==> src/rtl/cpu_pkg.sv <==
// Shared CPU definitions: operand-select codes, register-index width and
// the shadow pipeline stage records used by the forwarding/hazard unit.
package cpu_pkg;

  localparam int REG_AW           = 5;
  localparam int NUM_STAGE_SHADOW = 3;

  localparam logic [1:0] FWD_IDEX  = 2'b00;
  localparam logic [1:0] FWD_MEMWB = 2'b01;
  localparam logic [1:0] FWD_EXMEM = 2'b10;

  // ID/EX shadow: source indices are kept so forwarding is computed from
  // registered state only.
  typedef struct packed {
    logic [REG_AW-1:0] rs1;
    logic [REG_AW-1:0] rs2;
    logic [REG_AW-1:0] rd;
    logic              regwrite;
    logic              memread;
  } idex_t;

  typedef struct packed {
    logic [REG_AW-1:0] rd;
    logic              regwrite;
    logic              memread;
  } exmem_t;

  typedef struct packed {
    logic [REG_AW-1:0] rd;
    logic              regwrite;
  } memwb_t;

endpackage

==> src/rtl/fwd_sel.sv <==
// Operand-select priority for a single EX-stage operand.
// The newest producer (EX/MEM) wins over the older one (MEM/WB); x0 never
// forwards.
module fwd_sel
  import cpu_pkg::FWD_IDEX;
  import cpu_pkg::FWD_MEMWB;
  import cpu_pkg::FWD_EXMEM;
#(
  parameter int REG_AW = cpu_pkg::REG_AW
) (
  input  logic [REG_AW-1:0] rs,
  input  logic [REG_AW-1:0] exmem_rd,
  input  logic              exmem_regwrite,
  input  logic [REG_AW-1:0] memwb_rd,
  input  logic              memwb_regwrite,
  output logic [1:0]        sel
);

  logic hit_exmem;
  logic hit_memwb;

  assign hit_exmem = exmem_regwrite && (exmem_rd != '0) && (exmem_rd == rs);
  assign hit_memwb = memwb_regwrite && (memwb_rd != '0) && (memwb_rd == rs);

  // Priority encode the two candidate producers.
  always_comb begin
    sel = FWD_IDEX;
    if (hit_exmem) begin
      sel = FWD_EXMEM;
    end else if (hit_memwb) begin
      sel = FWD_MEMWB;
    end
  end

endmodule

==> src/rtl/fwd_hazard_ctrl.sv <==
// Forwarding and hazard control unit. Tracks a shadow copy of the
// destination/control fields through ID/EX, EX/MEM and MEM/WB, produces the
// EX operand-select codes, detects load-use hazards and freezes everything
// while the data cache is missing.
module fwd_hazard_ctrl
  import cpu_pkg::idex_t;
  import cpu_pkg::exmem_t;
  import cpu_pkg::memwb_t;
#(
  // Must match the package width; the shadow records are sized from it.
  parameter int REG_AW = cpu_pkg::REG_AW
) (
  input  logic              clk_i,
  input  logic              rst_i,
  input  logic [REG_AW-1:0] id_rs1_i,
  input  logic [REG_AW-1:0] id_rs2_i,
  input  logic [REG_AW-1:0] id_rd_i,
  input  logic              id_regwrite_i,
  input  logic              id_memread_i,
  input  logic              flush_i,
  input  logic              mem_stall_i,
  output logic [1:0]        fwd_a_o,
  output logic [1:0]        fwd_b_o,
  output logic              load_use_o,
  output logic              pc_write_o,
  output logic              ifid_write_o,
  output logic              ifid_flush_o,
  output logic              idex_bubble_o
);

  idex_t  idex_reg;
  exmem_t exmem_reg;
  memwb_t memwb_reg;
  idex_t  idex_next;

  logic   load_use;
  logic   bubble;

  // Both source fields are treated as used, so a load followed by any
  // instruction naming its rd stalls once.
  assign load_use = idex_reg.memread && (idex_reg.rd != '0) &&
                    ((idex_reg.rd == id_rs1_i) || (idex_reg.rd == id_rs2_i));

  // A pending cache miss freezes the pipeline, so no bubble is inserted
  // until it clears; the load-use hazard is then resolved afterwards.
  assign bubble = (load_use || flush_i) && !mem_stall_i;

  assign load_use_o    = load_use;
  assign pc_write_o    = !(load_use || mem_stall_i);
  assign ifid_write_o  = !(load_use || mem_stall_i);
  assign ifid_flush_o  = flush_i && !load_use && !mem_stall_i;
  assign idex_bubble_o = bubble;

  // Select what enters ID/EX: the decoded fields or an all-zero bubble.
  always_comb begin
    idex_next = '0;
    if (!bubble) begin
      idex_next.rs1      = id_rs1_i;
      idex_next.rs2      = id_rs2_i;
      idex_next.rd       = id_rd_i;
      idex_next.regwrite = id_regwrite_i;
      idex_next.memread  = id_memread_i;
    end
  end

  // Shadow pipeline advance; everything holds while the cache is missing.
  always_ff @(posedge clk_i or posedge rst_i) begin
    if (rst_i) begin
      idex_reg  <= '0;
      exmem_reg <= '0;
      memwb_reg <= '0;
    end else if (!mem_stall_i) begin
      memwb_reg.rd       <= exmem_reg.rd;
      memwb_reg.regwrite <= exmem_reg.regwrite;
      exmem_reg.rd       <= idex_reg.rd;
      exmem_reg.regwrite <= idex_reg.regwrite;
      exmem_reg.memread  <= idex_reg.memread;
      idex_reg           <= idex_next;
    end
  end

  fwd_sel #(.REG_AW(REG_AW)) u_fwd_a (
    .rs             (idex_reg.rs1),
    .exmem_rd       (exmem_reg.rd),
    .exmem_regwrite (exmem_reg.regwrite),
    .memwb_rd       (memwb_reg.rd),
    .memwb_regwrite (memwb_reg.regwrite),
    .sel            (fwd_a_o)
  );

  fwd_sel #(.REG_AW(REG_AW)) u_fwd_b (
    .rs             (idex_reg.rs2),
    .exmem_rd       (exmem_reg.rd),
    .exmem_regwrite (exmem_reg.regwrite),
    .memwb_rd       (memwb_reg.rd),
    .memwb_regwrite (memwb_reg.regwrite),
    .sel            (fwd_b_o)
  );

endmodule
==> config.mk <==
export PLATFORM = sky130hd
export DESIGN_NAME = fwd_hazard_ctrl
export DESIGN_NICKNAME = d
export VERILOG_FILES = /design/src/rtl/cpu_pkg.sv /design/src/rtl/fwd_sel.sv /design/src/rtl/fwd_hazard_ctrl.sv
export SDC_FILE = /design/constraint.sdc
export NUM_CORES = 1
export LEC_CHECK = 0
export BUFFER_PORTS_ARGS = -buffer_cell sky130_fd_sc_hd__buf_2
export CAP_MARGIN = 10
export CORE_UTILIZATION = 59
export DETAILED_ROUTE_END_ITERATION = 16
export GPL_TIMING_DRIVEN = 0
export HOLD_SLACK_MARGIN = 0.03
export PLACE_DENSITY = 0.84
export SLEW_MARGIN = 20
export SYNTH_ARGS = -nofsm -noshare
export SYNTH_HDL_FRONTEND = slang
export SYNTH_SLANG_ARGS = --single-unit
==> constraint.sdc <==
create_clock -name clk_i -period 5.03 [get_ports clk_i]
set_clock_uncertainty 0.1 [all_clocks]
set_input_delay 1.2575 -clock clk_i [delete_from_list [all_inputs] [get_ports clk_i]]
set_output_delay 1.2575 -clock clk_i [all_outputs]
set_load 0.05 [all_outputs]
==> impl_metrics.yaml, run 1 <==
clock_tree:
  cts.path.max_buffers: 2
  hold_fix_buffers_cts: 0
  clock-root-buffer: "clkbuf_4"
  h-tree-depth: 2
  postCtsResizedCells: 0
  numCtsBuffers: 5
  worst_setup_hold_path_clk_slew_ns: 0.09
  post_cts_setup_buffers: 0
  cts.sinks: 29
  clock_latency_on_the_worst_skew_pair_ns: 0.33
  tritoncts_clock_tree: "done"
yosys:
  ys_seq_elements: 29
  syn-mean-instance-area_um2: 10.3
  synth.yosys.seq_area_share: 0.428
  synth.cell_area_um2: 1700
  syn-instance-count: 164
  count_of_unique_library_cells_instantiated_by_yosys: 28
  yosysWarnings: 0
  mappedNetlistNets: 185
timing:
  final_min_period_over_clock_period: 0.791
  timing.hold.ws_ns: 0.401
  final_max_slew_viol_count: 0
  grt_setup_unrepaired: "false"
  setup_viol: 0
  hold_viol_final: 0
  achievable-frequency_mhz: 251
  timing.slew.headroom: 0.596
  fin_tns_setup_ns: 0
  worst_slew_pin_slew_ns: 0.605
  final.min_clock_period_ns: 3.98
grt:
  grt_first_pass_wirelength_mm: 6.32
  first_global_vias: 1345
  maximum_number_of_pins_on_one_net_before_global_route_repair: 30
  gr-total-overflow: 0
  globalRouteTotalUtil: 0.267
  antenna_found_initial: 0
finish:
  area_delta_synth_final_pct: 13.8
  diodes: 0
  design.final.nets: 220
  layout.cells.most_common_list: "buf_2, dfrtp_1, nand2_1, a32oi_1, xnor2_1"
  final_common_cell: "buf_2"
  instances_no_fill: 230
  largest_register_ffs: 17
  drive_above_1_share: 0.327
  finish.instance_area_um2: 1930
setup_path:
  cp.arrival_ns: 2.62
  setup.worst_path.start_class: "input pin"
  path_common_cell: "buf_2"
  critPathCaptureType: "output port"
  max_stage_delay_ns: 0.31
  timing.critical_path.fanout_max: 10
  path_class: "input pin to output port"
  critical_path.slowest_cell: "buf_2"
  crit_required_ns: 3.67
  crit_path_cell_trace: "buf_2 -> xnor2_1 -> nand2_1 -> o22ai_1 -> buf_2 -> a21oi_1 -> buf_4 -> buf_2"
floorplan:
  rows: 19
  pin_count: 30
  die_area_um2: 3090
  y_dimension_of_the_die_um: 55.6
  design.core.area_um2: 2730
  floorplan.die.width_um: 55.6
  initial_utilization: 0.621
power:
  power.density_nw_per_um2: 346
  vdd_ir_drop_max_v: 0.000258
  overall_power_consumption_uw: 669
  total_leakage_power_nw: 0.867
route:
  initialDrtViolationCount: 28
  viasPerCell: 6.06
  drcViolationCount: 0
  routed_wirelength_mm: 3.77
  first_pass_iters: 4
  total_vias_in_the_final_route: 1394
  ant_nets: 0
  routedWlPerCell_um: 16.4
place:
  placed_area_um2: 1880
  gpl.final_weighted_congestion: 0.851
  placement.io_buffers: 28
  place.detailed.hpwl_mm: 2.78
  post-place-cells: 223
worst_hold_path:
  worst_hold_path_type: "flip-flop to flip-flop"
flow_run:
  timing.max_cap.violations: 0
run_status:
  run_status: "completed"
synthesized netlist by cell type:
library cell | count | area (um^2)
o22ai_1 | 1 | 6.26
xor2_1 | 14 | 123
nor2b_1 | 1 | 6.26
o21ai_2 | 6 | 52.6
o21ai_0 | 8 | 40.0
or4_1 | 4 | 30.0
nand3_1 | 4 | 20.0
dfrtp_1 | 29 | 726
buf_6 | 1 | 11.3
nor4_1 | 4 | 25.0
nand2_1 | 19 | 71.3
clkbuf_2 | 1 | 5.00
inv_1 | 2 | 7.51
xnor2_1 | 16 | 140
and2_1 | 1 | 6.26
or4_4 | 1 | 11.3
o21ai_4 | 1 | 16.3
buf_4 | 3 | 22.5
buf_2 | 5 | 25.0
a21oi_1 | 1 | 5.00
nor2_1 | 2 | 7.51
mux2_2 | 12 | 135
clkbuf_1 | 3 | 11.3
buf_1 | 1 | 3.75
a21o_1 | 1 | 7.51
a21boi_1 | 1 | 7.51
o21ai_1 | 5 | 25.0
a32oi_1 | 17 | 149
layout make-up:
type	count	area [um^2]
buffer	14	78.8
clock buffer	7	55.1
fill	216	803
inverter	2	7.51
multi-input combinational	119	885
sequential	29	726
tap	31	38.8
timing repair buffer	28	140
cells by family after synthesis:
kind of cell / Yosys count / synth area share
DFF: 29 / 0.428
and+or+nand+nor: 36 / 0.105
buffers and inverters: 16 / 0.0509
AOI/OAI and AO/OA: 41 / 0.182
xor gates and xnor gates: 30 / 0.155
muxes: 12 / 0.0796
per-layer routing:
| layer | global-route usage | vias to the layer above | wire length (um) |
|---|---|---|---|
| met5 | 0 | - | 0 |
| met4 | 0.132 | 0 | 76 |
| met3 | 0.0558 | 9 | 221 |
| met2 | 0.423 | 59 | 1790 |
| met1 | 0.349 | 664 | 1680 |
| li1 | - | 662 | - |
final timing paths:
check                                to  cells past startpoint   startpoint  slack (ns)
min                         idex_reg[1]                      2  idex_reg[1]        0.40
max reg2reg                 idex_reg[2]                      5  idex_reg[4]        3.13
min in group asynchronous   idex_reg[5]                      2        rst_i        0.89
min reg2reg                 idex_reg[1]                      2  idex_reg[1]        0.40
max                          pc_write_o                      8  id_rs2_i[0]        1.05
max in group asynchronous  exmem_reg[4]                      2        rst_i        3.54
critical path: cells and delay by family:
family | cells | cell delay, ns
compound gates | 2 | 0.34
buf+inv | 4 | 0.77
xor+xnor | 1 | 0.18
simple gates | 1 | 0.07
stage by stage:
step                utilization  worst slack, ns
finish                    0.706             1.05
global route              0.706            0.954
CTS                       0.706             1.06
detailed placement        0.686             1.06
global placement          0.686             1.07
floorplan                     -            0.780
where the power goes:
part | internal [mW] | switching, mW
Combinational | 0.0945 | 0.102
Sequential | 0.273 | 0.0556
Clock | 0.0659 | 0.0773
No activity file was read; power rests on OpenSTA's default activity.
==> run 2: changes to the inputs <==
- CORE_UTILIZATION: 59 -> 50
- PLACE_DENSITY: 0.84 -> 0.75
- clock period: 5.03 -> 3.5 ns (I/O delays scaled with it)
==> run 2 against run 1 <==
  * Register-to-register slack worse by 1.6 ns
  * Via count up 0.22%
  * Combinational power up 46%
  * Clock power up 68%
  * Critical path depth down 2
  * Clock-buffer cell count unchanged
  * Critical path type is now flip-flop to output port
  * Global-route usage down 0.96 points
  * Sequential power up 45%
==> impl_metrics.yaml, run 2 (synthesis gave the netlist of run 1 again) <==
timing:
  fin_tns_setup_ns: 0
  final_max_slew_viol_count: 0
  final_min_period_over_clock_period: 0.962
  grt_setup_unrepaired: "false"
  worst_slew_pin_slew_ns: 0.602
  setup_viol: 0
  final.min_clock_period_ns: 3.37
  achievable-frequency_mhz: 297
  timing.slew.headroom: 0.598
  hold_viol_final: 0
finish:
  area_delta_synth_final_pct: 16.4
  layout.cells.most_common_list: "buf_2, dfrtp_1, nand2_1, a32oi_1, xnor2_1"
  final_common_cell: "buf_2"
  fillCellCount: 283
  finish.instance_area_um2: 1970
  largest_register_ffs: 17
  drive_above_1_share: 0.345
  instances_no_fill: 244
  design.final.nets: 220
  diodes: 0
  layout.core_utilization: 0.631
place:
  placement.io_buffers: 28
  place.detailed.hpwl_mm: 3.01
  placed_area_um2: 1900
  post-place-cells: 236
  gpl.final_weighted_congestion: 0.854
clock_tree:
  clock_latency_on_the_worst_skew_pair_ns: 0.34
  cts.path.max_buffers: 2
  worst_setup_hold_path_clk_slew_ns: 0.10
  tritoncts_clock_tree: "done"
  post_cts_setup_buffers: 0
  hold_fix_buffers_cts: 0
  cts.sinks: 29
  clock-root-buffer: "clkbuf_4"
  numCtsBuffers: 5
  postCtsResizedCells: 0
  h-tree-depth: 2
worst_hold_path:
  worst_hold_path.num_cells: 1
  min_delay_worst_endpoint: "memwb_reg[0]"
  hold_path_start: "memwb_reg[0]"
  worst_hold_path_type: "flip-flop to flip-flop"
floorplan:
  floorplan.die.width_um: 60.3
  die_area_um2: 3630
  rows: 20
  initial_utilization: 0.542
  y_dimension_of_the_die_um: 60.3
  design.core.area_um2: 3130
  pin_count: 30
setup_path:
  max_stage_delay_ns: 0.58
  crit_required_ns: 2.52
  reg2reg_setup_slack_ns: 1.57
  critical_path.slowest_cell: "or4_4"
  critPathCaptureType: "output port"
  crit_path_cell_trace: "or4_4 -> o21ai_4 -> inv_1 -> a21oi_1 -> buf_4 -> buf_2"
  path_class: "flip-flop to output port"
  worst_r2r_endpoint: "idex_reg[1]"
  rr_startpoint: "idex_reg[4]"
  cp.arrival_ns: 2.39
  worst-r2r-cell-count: 5
  timing.critical_path.fanout_max: 10
  setup.worst_path.start_class: "flip-flop"
grt:
  met1_global_route_usage: 0.331
  maximum_number_of_pins_on_one_net_before_global_route_repair: 30
  antenna_found_initial: 0
  first_global_vias: 1338
  top_usage_layer: "met2"
  met3_usage: 0.0671
  grt_first_pass_wirelength_mm: 6.66
  gr-total-overflow: 0
  use_met2: 0.407
  globalRouteTotalUtil: 0.257
route:
  routedWlPerCell_um: 16.4
  total_vias_in_the_final_route: 1397
  first_pass_iters: 4
  drcViolationCount: 0
  routed_wirelength_mm: 4.01
  initialDrtViolationCount: 70
  ant_nets: 0
  viasPerCell: 5.73
power:
  total_leakage_power_nw: 0.878
  vdd_ir_drop_max_v: 0.000282
  overall_power_consumption_mw: 1.00
  power.density_nw_per_um2: 508
flow_run:
  timing.max_cap.violations: 0
run_status:
  run_status: "completed"
-- run 2: routing by layer --
layer | vias to the layer above | part of all wire
li1 | 661 | -
met1 | 677 | 0.42
met2 | 53 | 0.51
met3 | 6 | 0.049
met4 | 0 | 0.013
met5 | - | 0
-- run 2: report_power, final --
part / internal, mW / total [mW] / switching [mW]
registers: 0.392 / 0.475 / 0.0833
clock network: 0.116 / 0.240 / 0.124
logic: 0.137 / 0.287 / 0.151
total: 0.645 / 1.00 / 0.357
-- run 2: area by class of cell --
class / count / area [um^2] / share of cell area
clock inverters: 1 / 5.00 / 0.00253
repair buffers: 28 / 140 / 0.0710
plain buffers: 14 / 78.8 / 0.0399
flip-flops and latches: 29 / 726 / 0.368
multi-input cells: 119 / 897 / 0.454
clock buffers: 7 / 65.1 / 0.0330
inverters: 2 / 7.51 / 0.00380
well taps: 44 / 55.1 / 0.0279
-- run 2: worst max path at each step --
stage	start	endpoint	slack, ns
global route	idex_reg[4]	pc_write_o	0.05
finish	idex_reg[4]	pc_write_o	0.13
CTS	idex_reg[4]	pc_write_o	0.14
global placement	id_rs2_i[4]	pc_write_o	0.29
floorplan	id_rs2_i[4]	pc_write_o	0.02
detailed placement	id_rs2_i[4]	pc_write_o	0.27
-- run 2: metrics by stage --
step / worst slack, ns / hold WS [ns]
2_1_floorplan: 0.0151 / 0.355
3_3_place_gp: 0.286 / 0.383
3_5_place_dp: 0.269 / 0.428
4_1_cts: 0.136 / 0.449
5_1_grt: 0.0475 / 0.471
6_report: 0.132 / 0.441
-- run 2: worst max-delay path, delay by kind of cell, from the launching register on --
| family | cells | cell delay, ns |
|---|---|---|
| DFF | 1 | 0.48 |
| AOI/OAI and AO/OA | 2 | 0.50 |
| and+or+nand+nor | 1 | 0.58 |
| buffers and inverters | 3 | 0.49 |
==> run 3: changes to the inputs <==
- REMOVE_ABC_BUFFERS: not set -> 1
- SETUP_SLACK_MARGIN: not set -> 0.3
==> run 3 against run 2 <==
  * Global-route usage fell by 2.6 points
  * Final cell count fell by 3.3%
  * Sequential cell count stayed put
  * Highest routed layer unchanged
  * Critical path type unchanged
  * Die area did not move
  * First-iteration DRC count fell by 70%
  * Core utilization down 0.76 points
  * Wire length decreased by 11%
  * Register-to-register slack better by 0.02 ns
  * Maximum frequency grew 8.7%
  * Cell area fell by 1.2%
  * Power shrank 4.0%
  * Clock-buffer cell count stayed put
==> impl_metrics.yaml, run 3 (synthesis gave the netlist of run 1 again) <==
run_status:
  run_status: "completed"
power:
  vdd_ir_drop_max_v: 0.000275
  part_of_the_power_in_the_clock_network: 0.207
  p_int_uw: 629
  power.density_nw_per_um2: 493
  power.share.sequential: 0.493
  netSwitchingPower_uw: 334
  sw_frac_of_total: 0.347
  total_leakage_power_nw: 0.849
  comb_power_share: 0.300
place:
  post-place-cells: 225
  gpl.final_weighted_congestion: 0.817
  placement.io_buffers: 29
  place.detailed.hpwl_mm: 2.54
clock_tree:
  h-tree-depth: 2
  cts.path.max_buffers: 2
  clock-root-buffer: "clkbuf_4"
  cts.sinks: 29
  clock_latency_on_the_worst_skew_pair_ns: 0.32
  numCtsBuffers: 5
  worst_setup_hold_path_clk_slew_ns: 0.08
  hold_fix_buffers_cts: 0
  tritoncts_clock_tree: "done"
timing:
  setup_viol: 0
  worst_slew_pin_slew_ns: 0.663
  fin_tns_setup_ns: 0
  hold_viol_final: 0
  final_min_period_over_clock_period: 0.885
  final_max_slew_viol_count: 0
  grt_setup_unrepaired: "true"
  achievable-frequency_mhz: 323
  final.min_clock_period_ns: 3.10
  timing.slew.headroom: 0.558
setup_path:
  timing.critical_path.fanout_max: 5
  crit_path_cell_trace: "or4_4 -> o21ai_4 -> buf_4 -> nor2_1 -> a21o_1 -> buf_2"
  path_class: "flip-flop to output port"
  crit_buf_inv: 2
  setup.worst_path.start_class: "flip-flop"
  crit_required_ns: 2.52
  max_stage_delay_ns: 0.58
  critical_path.slowest_cell: "or4_4"
  cp.arrival_ns: 2.12
  timing.critical_path.max_delay_family: "simple AND/OR/NAND/NOR gates"
  critPathCaptureType: "output port"
grt:
  first_global_vias: 1275
  globalRouteTotalUtil: 0.231
  maximum_number_of_pins_on_one_net_before_global_route_repair: 34
  grt_first_pass_wirelength_mm: 5.96
  gr-total-overflow: 0
  antenna_found_initial: 0
floorplan:
  rows: 20
  initial_utilization: 0.542
  die_area_um2: 3630
  pin_count: 30
  floorplan.die.width_um: 60.3
  design.core.area_um2: 3130
  y_dimension_of_the_die_um: 60.3
route:
  drcViolationCount: 0
  ant_nets: 0
  first_pass_iters: 4
  viasPerCell: 5.74
  routed_wirelength_mm: 3.56
  total_vias_in_the_final_route: 1355
  routedWlPerCell_um: 15.1
  initialDrtViolationCount: 21
finish:
  drive_above_1_share: 0.333
  design.final.nets: 213
  largest_register_ffs: 17
  instances_no_fill: 236
  layout.cells.most_common_list: "dfrtp_1, buf_2, nand2_1, a32oi_1, xnor2_1"
  final_common_cell: "dfrtp_1"
  area_delta_synth_final_pct: 15.0
  diodes: 0
flow_run:
  timing.max_cap.violations: 0
worst_hold_path:
  worst_hold_path_type: "flip-flop to flip-flop"
[run 3: changes by cell type in the layout (fill, tap and decap cells not counted), moves of 2 or more]
cell,delta
clkbuf_1,-2
buf_2,-6
buf_4,+3
nor4_2,-2
nor4_1,+2
[run 3: layout make-up]
class                   instances  area [um^2]
fillers                       264         1180
multi-input cells             119          901
flip-flops and latches         29          726
repair buffers                 35          206
clock buffers                   7         55.1
well taps                      44         55.1
inverters                       2         7.51
[run 3: repair_timing]
item | CTS | global route
resized for setup | 2 | 2
setup buffers | 4 | 0
setup endpoints to repair | 6 | 2
pin swaps | 2 | 2
cloned | 0 | 0
[run 3: metrics by stage]
step	area (um^2)	total power, mW	hold WS [ns]	worst slack [ns]	util
4_1_cts	1950	0.967	0.408	0.339	0.623
3_5_place_dp	1850	0.752	0.389	0.169	0.592
3_3_place_gp	1820	0.729	0.365	-0.546	0.581
6_report	1950	0.962	0.400	0.402	0.624
2_1_floorplan	1620	0.662	0.353	-0.517	-
5_1_grt	1950	1.03	0.437	0.292	0.624
[run 3: tightest hold or removal path, stage by stage, from the launching register on]
cell and delay, ns:
dfrtp_1 0.35, a32oi_1 0.06, o21ai_2 0.06
[run 3: metal layers]
layer,wire (um),track usage,share of wire,vias to the layer above
li1,-,-,-,651
met1,1630,0.303,0.46,659
met2,1700,0.356,0.48,36
met3,138,0.0606,0.039,9
met4,94,0.103,0.026,0
met5,0,0,0,-
[run 3: power groups by stage]
stage               Sequential, mW  Clock, mW  Combinational (mW)
detailed placement           0.480          0               0.272
global placement             0.476          0               0.253
global route                 0.483      0.222               0.321
floorplan                    0.456          0               0.206
CTS                          0.473      0.205               0.289
finish                       0.474      0.199               0.289
[run 3: path summary, 6_finish.rpt]
kind,start,to,slack (ns),depth (start not counted)
setup / recovery,idex_reg[4],idex_bubble_o,0.40,6
hold reg to reg,idex_reg[1],idex_reg[1],0.40,2
hold / removal,idex_reg[1],idex_reg[1],0.40,2
max in group asynchronous,rst_i,memwb_reg[5],2.40,2
setup reg to reg,idex_reg[4],idex_reg[5],1.59,6
min in group asynchronous,rst_i,exmem_reg[4],0.51,2
